File: src/rtl/mul_seq_pkg.sv
// Shared types and constants for the nibble multiplier sequencer.
// The default LATENCY here is also used by the multiplier wrapper, so both sides agree.
package mul_seq_pkg;

    localparam int NIB_W       = 4;
    localparam int PROD_W      = 8;
    localparam int MUL_LATENCY = 4;

    typedef enum logic [2:0] {
        IDLE   = 3'd0,
        LOAD_A = 3'd1,
        LOAD_B = 3'd2,
        RUN    = 3'd3,
        RD_LO  = 3'd4,
        RD_HI  = 3'd5,
        DONE   = 3'd6
    } state_t;

endpackage

File: src/rtl/mul_sign_fix.sv
// Combinational sign handling for the sequencer's signed mode.
// Converts negative nibbles to their 4-bit magnitude and conditionally negates the 8-bit
// product. -8 maps to 4'b1000, which is a valid unsigned magnitude for the multiplier.
module mul_sign_fix
    import mul_seq_pkg::*;
(
    input  logic              en,
    input  logic [NIB_W-1:0]  op_a,
    input  logic [NIB_W-1:0]  op_b,
    output logic [NIB_W-1:0]  mag_a,
    output logic [NIB_W-1:0]  mag_b,
    output logic              neg,
    input  logic              prod_neg,
    input  logic [PROD_W-1:0] prod_in,
    output logic [PROD_W-1:0] prod_out
);

    assign mag_a    = (en && op_a[NIB_W-1]) ? -op_a : op_a;
    assign mag_b    = (en && op_b[NIB_W-1]) ? -op_b : op_b;
    assign neg      = en & (op_a[NIB_W-1] ^ op_b[NIB_W-1]);
    assign prod_out = prod_neg ? -prod_in : prod_in;

endmodule

File: src/rtl/mul_sequencer.sv
// Control stage in front of the serial nibble multiplier: loads both operands, waits out
// the shift-add run, reads the product back nibble by nibble and hands it off over
// PVALID/PREADY. All outputs come from registers or a decode of the state register.
// Optional build macro MUL_SEQ_SIGNED_EN adds two's-complement operand support
// (magnitude loading plus product negate) without adding cycles.
module mul_sequencer
    import mul_seq_pkg::*;
#(
    parameter int LATENCY = MUL_LATENCY
) (
    input  logic              MUL_CLK,
    input  logic              RST_N,
    input  logic              START,
    input  logic              SIGNED,
    input  logic [NIB_W-1:0]  OP_A,
    input  logic [NIB_W-1:0]  OP_B,
    output logic              BUSY,
    output logic [NIB_W-1:0]  M_DIN,
    output logic              M_LOAD,
    output logic              M_RSEL,
    input  logic [NIB_W-1:0]  M_R,
    output logic [PROD_W-1:0] PROD,
    output logic              PVALID,
    input  logic              PREADY
);

    localparam int CNT_W = (LATENCY > 1) ? $clog2(LATENCY) : 1;

    state_t             state_q, state_d;
    logic [NIB_W-1:0]   a_q, a_d;
    logic [NIB_W-1:0]   b_q, b_d;
    logic [NIB_W-1:0]   lo_q, lo_d;
    logic [CNT_W-1:0]   count_q, count_d;
    logic [PROD_W-1:0]  prod_q, prod_d;
    logic               pvalid_q, pvalid_d;

    logic [NIB_W-1:0]   cap_a, cap_b;
    logic [PROD_W-1:0]  prod_fix;

`ifdef MUL_SEQ_SIGNED_EN
    logic cap_neg;
    logic neg_q, neg_d;

    mul_sign_fix u_sign_fix (
        .en       (SIGNED),
        .op_a     (OP_A),
        .op_b     (OP_B),
        .mag_a    (cap_a),
        .mag_b    (cap_b),
        .neg      (cap_neg),
        .prod_neg (neg_q),
        .prod_in  ({M_R, lo_q}),
        .prod_out (prod_fix)
    );

    // Product sign is captured alongside the operands when a request is accepted
    always_comb begin
        neg_d = neg_q;
        if (state_q == IDLE && START) neg_d = cap_neg;
    end

    // Sign register
    always_ff @(posedge MUL_CLK or negedge RST_N) begin
        if (!RST_N) neg_q <= 1'b0;
        else        neg_q <= neg_d;
    end
`else
    logic unused_signed;

    assign unused_signed = SIGNED;
    assign cap_a         = OP_A;
    assign cap_b         = OP_B;
    assign prod_fix      = {M_R, lo_q};
`endif

    // Next-state, counter, readback and handshake logic
    always_comb begin
        state_d  = state_q;
        a_d      = a_q;
        b_d      = b_q;
        lo_d     = lo_q;
        count_d  = count_q;
        prod_d   = prod_q;
        pvalid_d = pvalid_q;
        case (state_q)
            IDLE: begin
                if (START) begin
                    a_d     = cap_a;
                    b_d     = cap_b;
                    state_d = LOAD_A;
                end
            end
            LOAD_A: state_d = LOAD_B;
            LOAD_B: begin
                count_d = CNT_W'(LATENCY - 1);
                state_d = RUN;
            end
            RUN: begin
                if (count_q == '0) state_d = RD_LO;
                else               count_d = count_q - 1'b1;
            end
            RD_LO: begin
                lo_d    = M_R;
                state_d = RD_HI;
            end
            RD_HI: begin
                prod_d   = prod_fix;
                pvalid_d = 1'b1;
                state_d  = DONE;
            end
            DONE: begin
                if (PREADY) begin
                    pvalid_d = 1'b0;
                    state_d  = IDLE;
                end
            end
            default: state_d = IDLE;
        endcase
    end

    // State and datapath registers; reset aborts any operation in flight
    always_ff @(posedge MUL_CLK or negedge RST_N) begin
        if (!RST_N) begin
            state_q  <= IDLE;
            a_q      <= '0;
            b_q      <= '0;
            lo_q     <= '0;
            count_q  <= '0;
            prod_q   <= '0;
            pvalid_q <= 1'b0;
        end else begin
            state_q  <= state_d;
            a_q      <= a_d;
            b_q      <= b_d;
            lo_q     <= lo_d;
            count_q  <= count_d;
            prod_q   <= prod_d;
            pvalid_q <= pvalid_d;
        end
    end

    // Multiplier controls decoded from the state register only
    always_comb begin
        M_LOAD = (state_q == LOAD_A) || (state_q == LOAD_B);
        M_RSEL = (state_q == LOAD_B) || (state_q == RD_HI);
        M_DIN  = '0;
        if (state_q == LOAD_A) M_DIN = a_q;
        if (state_q == LOAD_B) M_DIN = b_q;
    end

    assign BUSY   = (state_q != IDLE);
    assign PROD   = prod_q;
    assign PVALID = pvalid_q;

endmodule

File: config.mk
export PLATFORM = sky130hd
export DESIGN_NAME = mul_sequencer
export DESIGN_NICKNAME = d
export VERILOG_FILES = /design/src/rtl/mul_seq_pkg.sv /design/src/rtl/mul_sign_fix.sv /design/src/rtl/mul_sequencer.sv
export SDC_FILE = /design/constraint.sdc
export NUM_CORES = 1
export LEC_CHECK = 0
export ABC_AREA = 1
export BUFFER_PORTS_ARGS = -buffer_cell sky130_fd_sc_hd__buf_2
export CORE_ASPECT_RATIO = 1.75
export CORE_UTILIZATION = 45
export CTS_BUF_LIST = sky130_fd_sc_hd__clkbuf_4 sky130_fd_sc_hd__clkbuf_8
export DETAILED_ROUTE_END_ITERATION = 6
export GPL_TIMING_DRIVEN = 0
export PLACE_DENSITY_LB_ADDON = 0.1
export SYNTH_ARGS = -nofsm -noshare
export SYNTH_HDL_FRONTEND = slang
export SYNTH_SLANG_ARGS = --single-unit
File: constraint.sdc
create_clock -name MUL_CLK -period 2.9 [get_ports MUL_CLK]
set_input_delay 0 -clock MUL_CLK [delete_from_list [all_inputs] [get_ports MUL_CLK]]
set_output_delay 0 -clock MUL_CLK [all_outputs]
set_load 0.02 [all_outputs]
Yosys cells after proc, flatten, opt, wreduce, memory -nomap -nowiden
Index checks and enable logic that the tools add are counted.
- add/subtract/negate cells: 1
- eq/ne operators: 10
- mux-type cells: 10
- reductions and logical operators: 11
- operators by type and width (kind ; number):
    one-hot mux 3 bit (7 select lines) ; 1
    == test 3 bit, second input constant ; 3
    2-to-1 mux 3 bit ; 3
    2-to-1 mux 4 bit ; 2
    != test 2 bit, second input constant ; 4
    == test 3 x 2 -> 1 bit, second input constant ; 2
    AND reduction 2 bit ; 3
    one-hot mux 2 bit (2 select lines) ; 1
    nonzero test 2 bit ; 2
    == test 3 x 1 -> 1 bit, second input constant ; 1
    logical NOT 3 bit ; 1
    AND reduction 3 bit ; 1
    nonzero test 3 bit ; 1
    logical NOT 2 bit ; 1
    logical OR 1 bit ; 2
    2-to-1 mux 2 bit ; 1
    one-hot mux 1 bit (2 select lines) ; 1
    subtractor 2 x 1 -> 2 bit, second input constant ; 1
    2-to-1 mux 1 bit ; 1
- flip-flop bits (word level): 26
- word-level logic and storage cells: 39

Logic depth before layout (Yosys ltp)
- word-level depth: 3
- mapped depth: 7

Least setup slack after synthesis
Ideal clock, no wire load.
- kind: register to output
- from: register state_q[2]
- to: output port M_DIN[0]
- data arrival time: 1.186 ns
- required time: 2.900 ns
- setup slack: 1.714 ns
- stages on the path, launching flop included: 4
- path buffers: 0
- cell sequence: dfrtp_1 -> inv_2 -> nand3_1 -> o21ai_0
- longest elaborated chain between the ends: 3
- elaborated cells between the ends (all ways): 4
- classes of those cells: eq/ne (2); mux (2)
- ends and longest elaborated chain (what ; RTL line ; text):
    start: declaration ; mul_sequencer.sv:29 ; state_t state_q, state_d;
    start signal: assignment ; mul_sequencer.sv:132 ; state_q <= state_d;
    == test 3 x 1 -> 1 bit ; mul_sequencer.sv:147 ; if (state_q == LOAD_A) M_DIN = a_q;
    2-to-1 mux 4 bit ; mul_sequencer.sv:147 ;
    2-to-1 mux 4 bit (*) ; mul_sequencer.sv:148 ; if (state_q == LOAD_B) M_DIN = b_q;
    end: declaration ; mul_sequencer.sv:18 ; output logic [NIB_W-1:0] M_DIN,
Every way passes the cells marked *; elsewhere a longest branch is shown, timed or not.

Worst setup path in the final report
Same ends and word-level chain as after synthesis.

==> impl_metrics.toml <==
[outcome]
status = "finished clean"

[placed_design]
place_ws_ns = 1.670
portBuffers = 30
gp_congestion = 0.8265
place_hpwl_um = 1765

[routing]
drcViolationCount = 0
vias = 1029
drt_pre_antenna_iters = 4
drt_iter0_drc = 11
viasPerCell = 4.854
detail-route-antenna-nets = 0
totalWireLength_um = 2372
wl_per_cell_um = 11.19

[grt]
grt_pass1_wl_um = 4057
first_global_vias = 994
antenna_found_initial = 0
grt_usage = 0.1731
grt_overflow = 0
grt_max_degree = 27

[synthesis]
synthXorXnorAreaFrac = 0
seq_area_frac_synth = 0.5258
syn_inst = 140
netlist_area_sq_um = 1237
synth_compound_area_frac = 0.1072
yosysWarningCount = 0
syn_avg_cell_area_sq_um = 8.839
synth_seq_cells = 26
synth-simple-area-share = 0.2760
synthAdderAreaFrac = 0.01011
synth_top_family_by_area = "simple AND/OR/NAND/NOR gates"
synth_mux_area_frac = 0
synth_cell_types = 20
synthesis.nets = 158

[power_and_ir_drop]
power_leakage_uw = 0.0008836
ir_drop_uv = 551.1
power_uw = 1794
cellPowerDensity_nw_per_um2 = 1113

[sta]
fmax_mhz = 678.3
rsz0062_at_grt = "no"
setup_viol = 0
maxSlewHeadroom = 0.6216
final.setup.tns_ns = 0
holdWs_ns = 0.0005247
final_max_slew_viol_count = 0
period_minus_slack_ns = 1.474
worst_slack_ns = 1.426
fin_crit_sh = 0.5084
worstMarginPinSlew_ns = 0.5677
finalHoldViolCount = 0
fin_skew_ns = 0.004922

[clock_network]
cts_tree = "yes"
cts_made_buffers = 3
cts.sinks = 26
cts_resized = 0
clk_latency_ns = 0.27
cts-htree-levels = 1
clk_path_buf_depth = 2
clkTransAtPathRegs_ns = 0.08
clockRootBuffer = "clkbuf_8"
holdBufCountCts = 12
post_cts_buffers = 0

[min_path]
hp-class = "in -> reg"

[worst_setup_path]
r2r_setup_slack_ns = 1.67
end_kind = "primary output"
r2r_cells = 6
rr_startpoint = "state_q[2]"
r2r_end = "count_q[1]"
critPathMaxFanout = 5
critPathLaunch = "state_q[2]"
crit_arrival_ns = 1.47
critPathLaunchType = "flop"
required_ns = 2.90
path_class = "reg -> out"
endpoint = "M_DIN[0]"

[cells_and_area]
layout_common_cells = "nand2_1 (44), buf_2 (30), dfrtp_1 (26)"
final_layout_size_suffix_gt1_frac = 0.3172
layout_commonest_cell = "nand2_1"
nNetsFinal = 205
area_delta_synth_final_pct = 30.23
diodes = 0

[floorplanning]
core-area_sq_um = 2552
num_rows = 24
io-pin-count = 33
die_area_sq_um = 2972
initial_core_util = 0.4848
die_x_um = 41.64
die_h_um = 71.37

[flow_run]
maxCapViolCount = 0
-- worst min-delay path by stage --
stage                     startpoint      end  slack, ns  cells past startpoint
after floorplan                RST_N  PROD[0]      -0.30                      0
after global placement         RST_N  lo_q[2]       0.02                      1
after detailed placement       RST_N  lo_q[2]       0.03                      1
after CTS                     M_R[0]  PROD[4]      0.002                      3
after global routing          M_R[0]  PROD[4]       0.01                      3
final                         M_R[0]  PROD[4]     0.0005                      3
-- layout make-up --
cell class                 instances  area [sq um]
tap                               26         32.53
buffer                             2         15.01
inverter                          22         85.08
multi-input combinational         90         486.7
timing repair buffer              42         270.3
clock inverter                     1         30.03
sequential                        26         650.6
fill                             233         940.9
clock buffer                       3         41.29
-- worst max-delay path: stages (launching register included) --
cell     delay (ns)
dfrtp_1        0.47
inv_2          0.14
nand2_4        0.07
nor2_2         0.18
nand2_1        0.07
o21ai_0        0.08
buf_2          0.19
-- sequential cells by signal (all words and copies together), names as in the netlist --
register / flops
PROD: 8
PVALID: 1
a_q: 4
b_q: 4
count_q: 2
lo_q: 4
state_q: 3
-- per-stage QoR --
stage	cell area, sq um	cells	util
2_1_floorplan	1237	140	-
3_3_place_gp	1420	196	0.5564
3_5_place_dp	1420	196	0.5564
4_1_cts	1612	212	0.6314
5_1_grt	1612	212	0.6314
6_report	1612	212	0.6314
-- cell usage after synthesis --
master,number,area share
a21boi_1,1,0.0061
a21oi_1,1,0.0040
buf_1,1,0.0030
buf_6,1,0.0091
dfrtp_1,26,0.53
ha_1,1,0.010
inv_1,17,0.052
inv_2,4,0.012
inv_4,1,0.0051
nand2_1,44,0.13
nand2_2,3,0.015
nand2_4,4,0.036
nand3_1,11,0.044
nand3_4,1,0.014
nand4_1,2,0.010
nor2_1,1,0.0030
nor2_2,2,0.010
nor2_4,1,0.0091
o21ai_0,10,0.040
o21ai_2,8,0.057
-- cell families (layout without fill, tap and decap cells) --
logic type,Yosys count,in the layout
AOI/OAI and AO/OA,20,20
and+or+nand+nor,69,69
buffers and inverters,24,70
DFF,26,26
adders and majority gates,1,1
-- per-layer routing --
metal,vias to the layer above,global-route usage,wire [um]
met5,-,0,0
met4,0,0.07527,43
met3,4,0.01511,85
met2,30,0.3212,1234
met1,465,0.1970,1008
li1,530,-,-
-- where the power goes --
part	switching, uW	total [uW]	internal [uW]
Combinational	537	834	297
Clock	111	296	185
Sequential	125	665	540
Power figures use the tool's default switching activity.
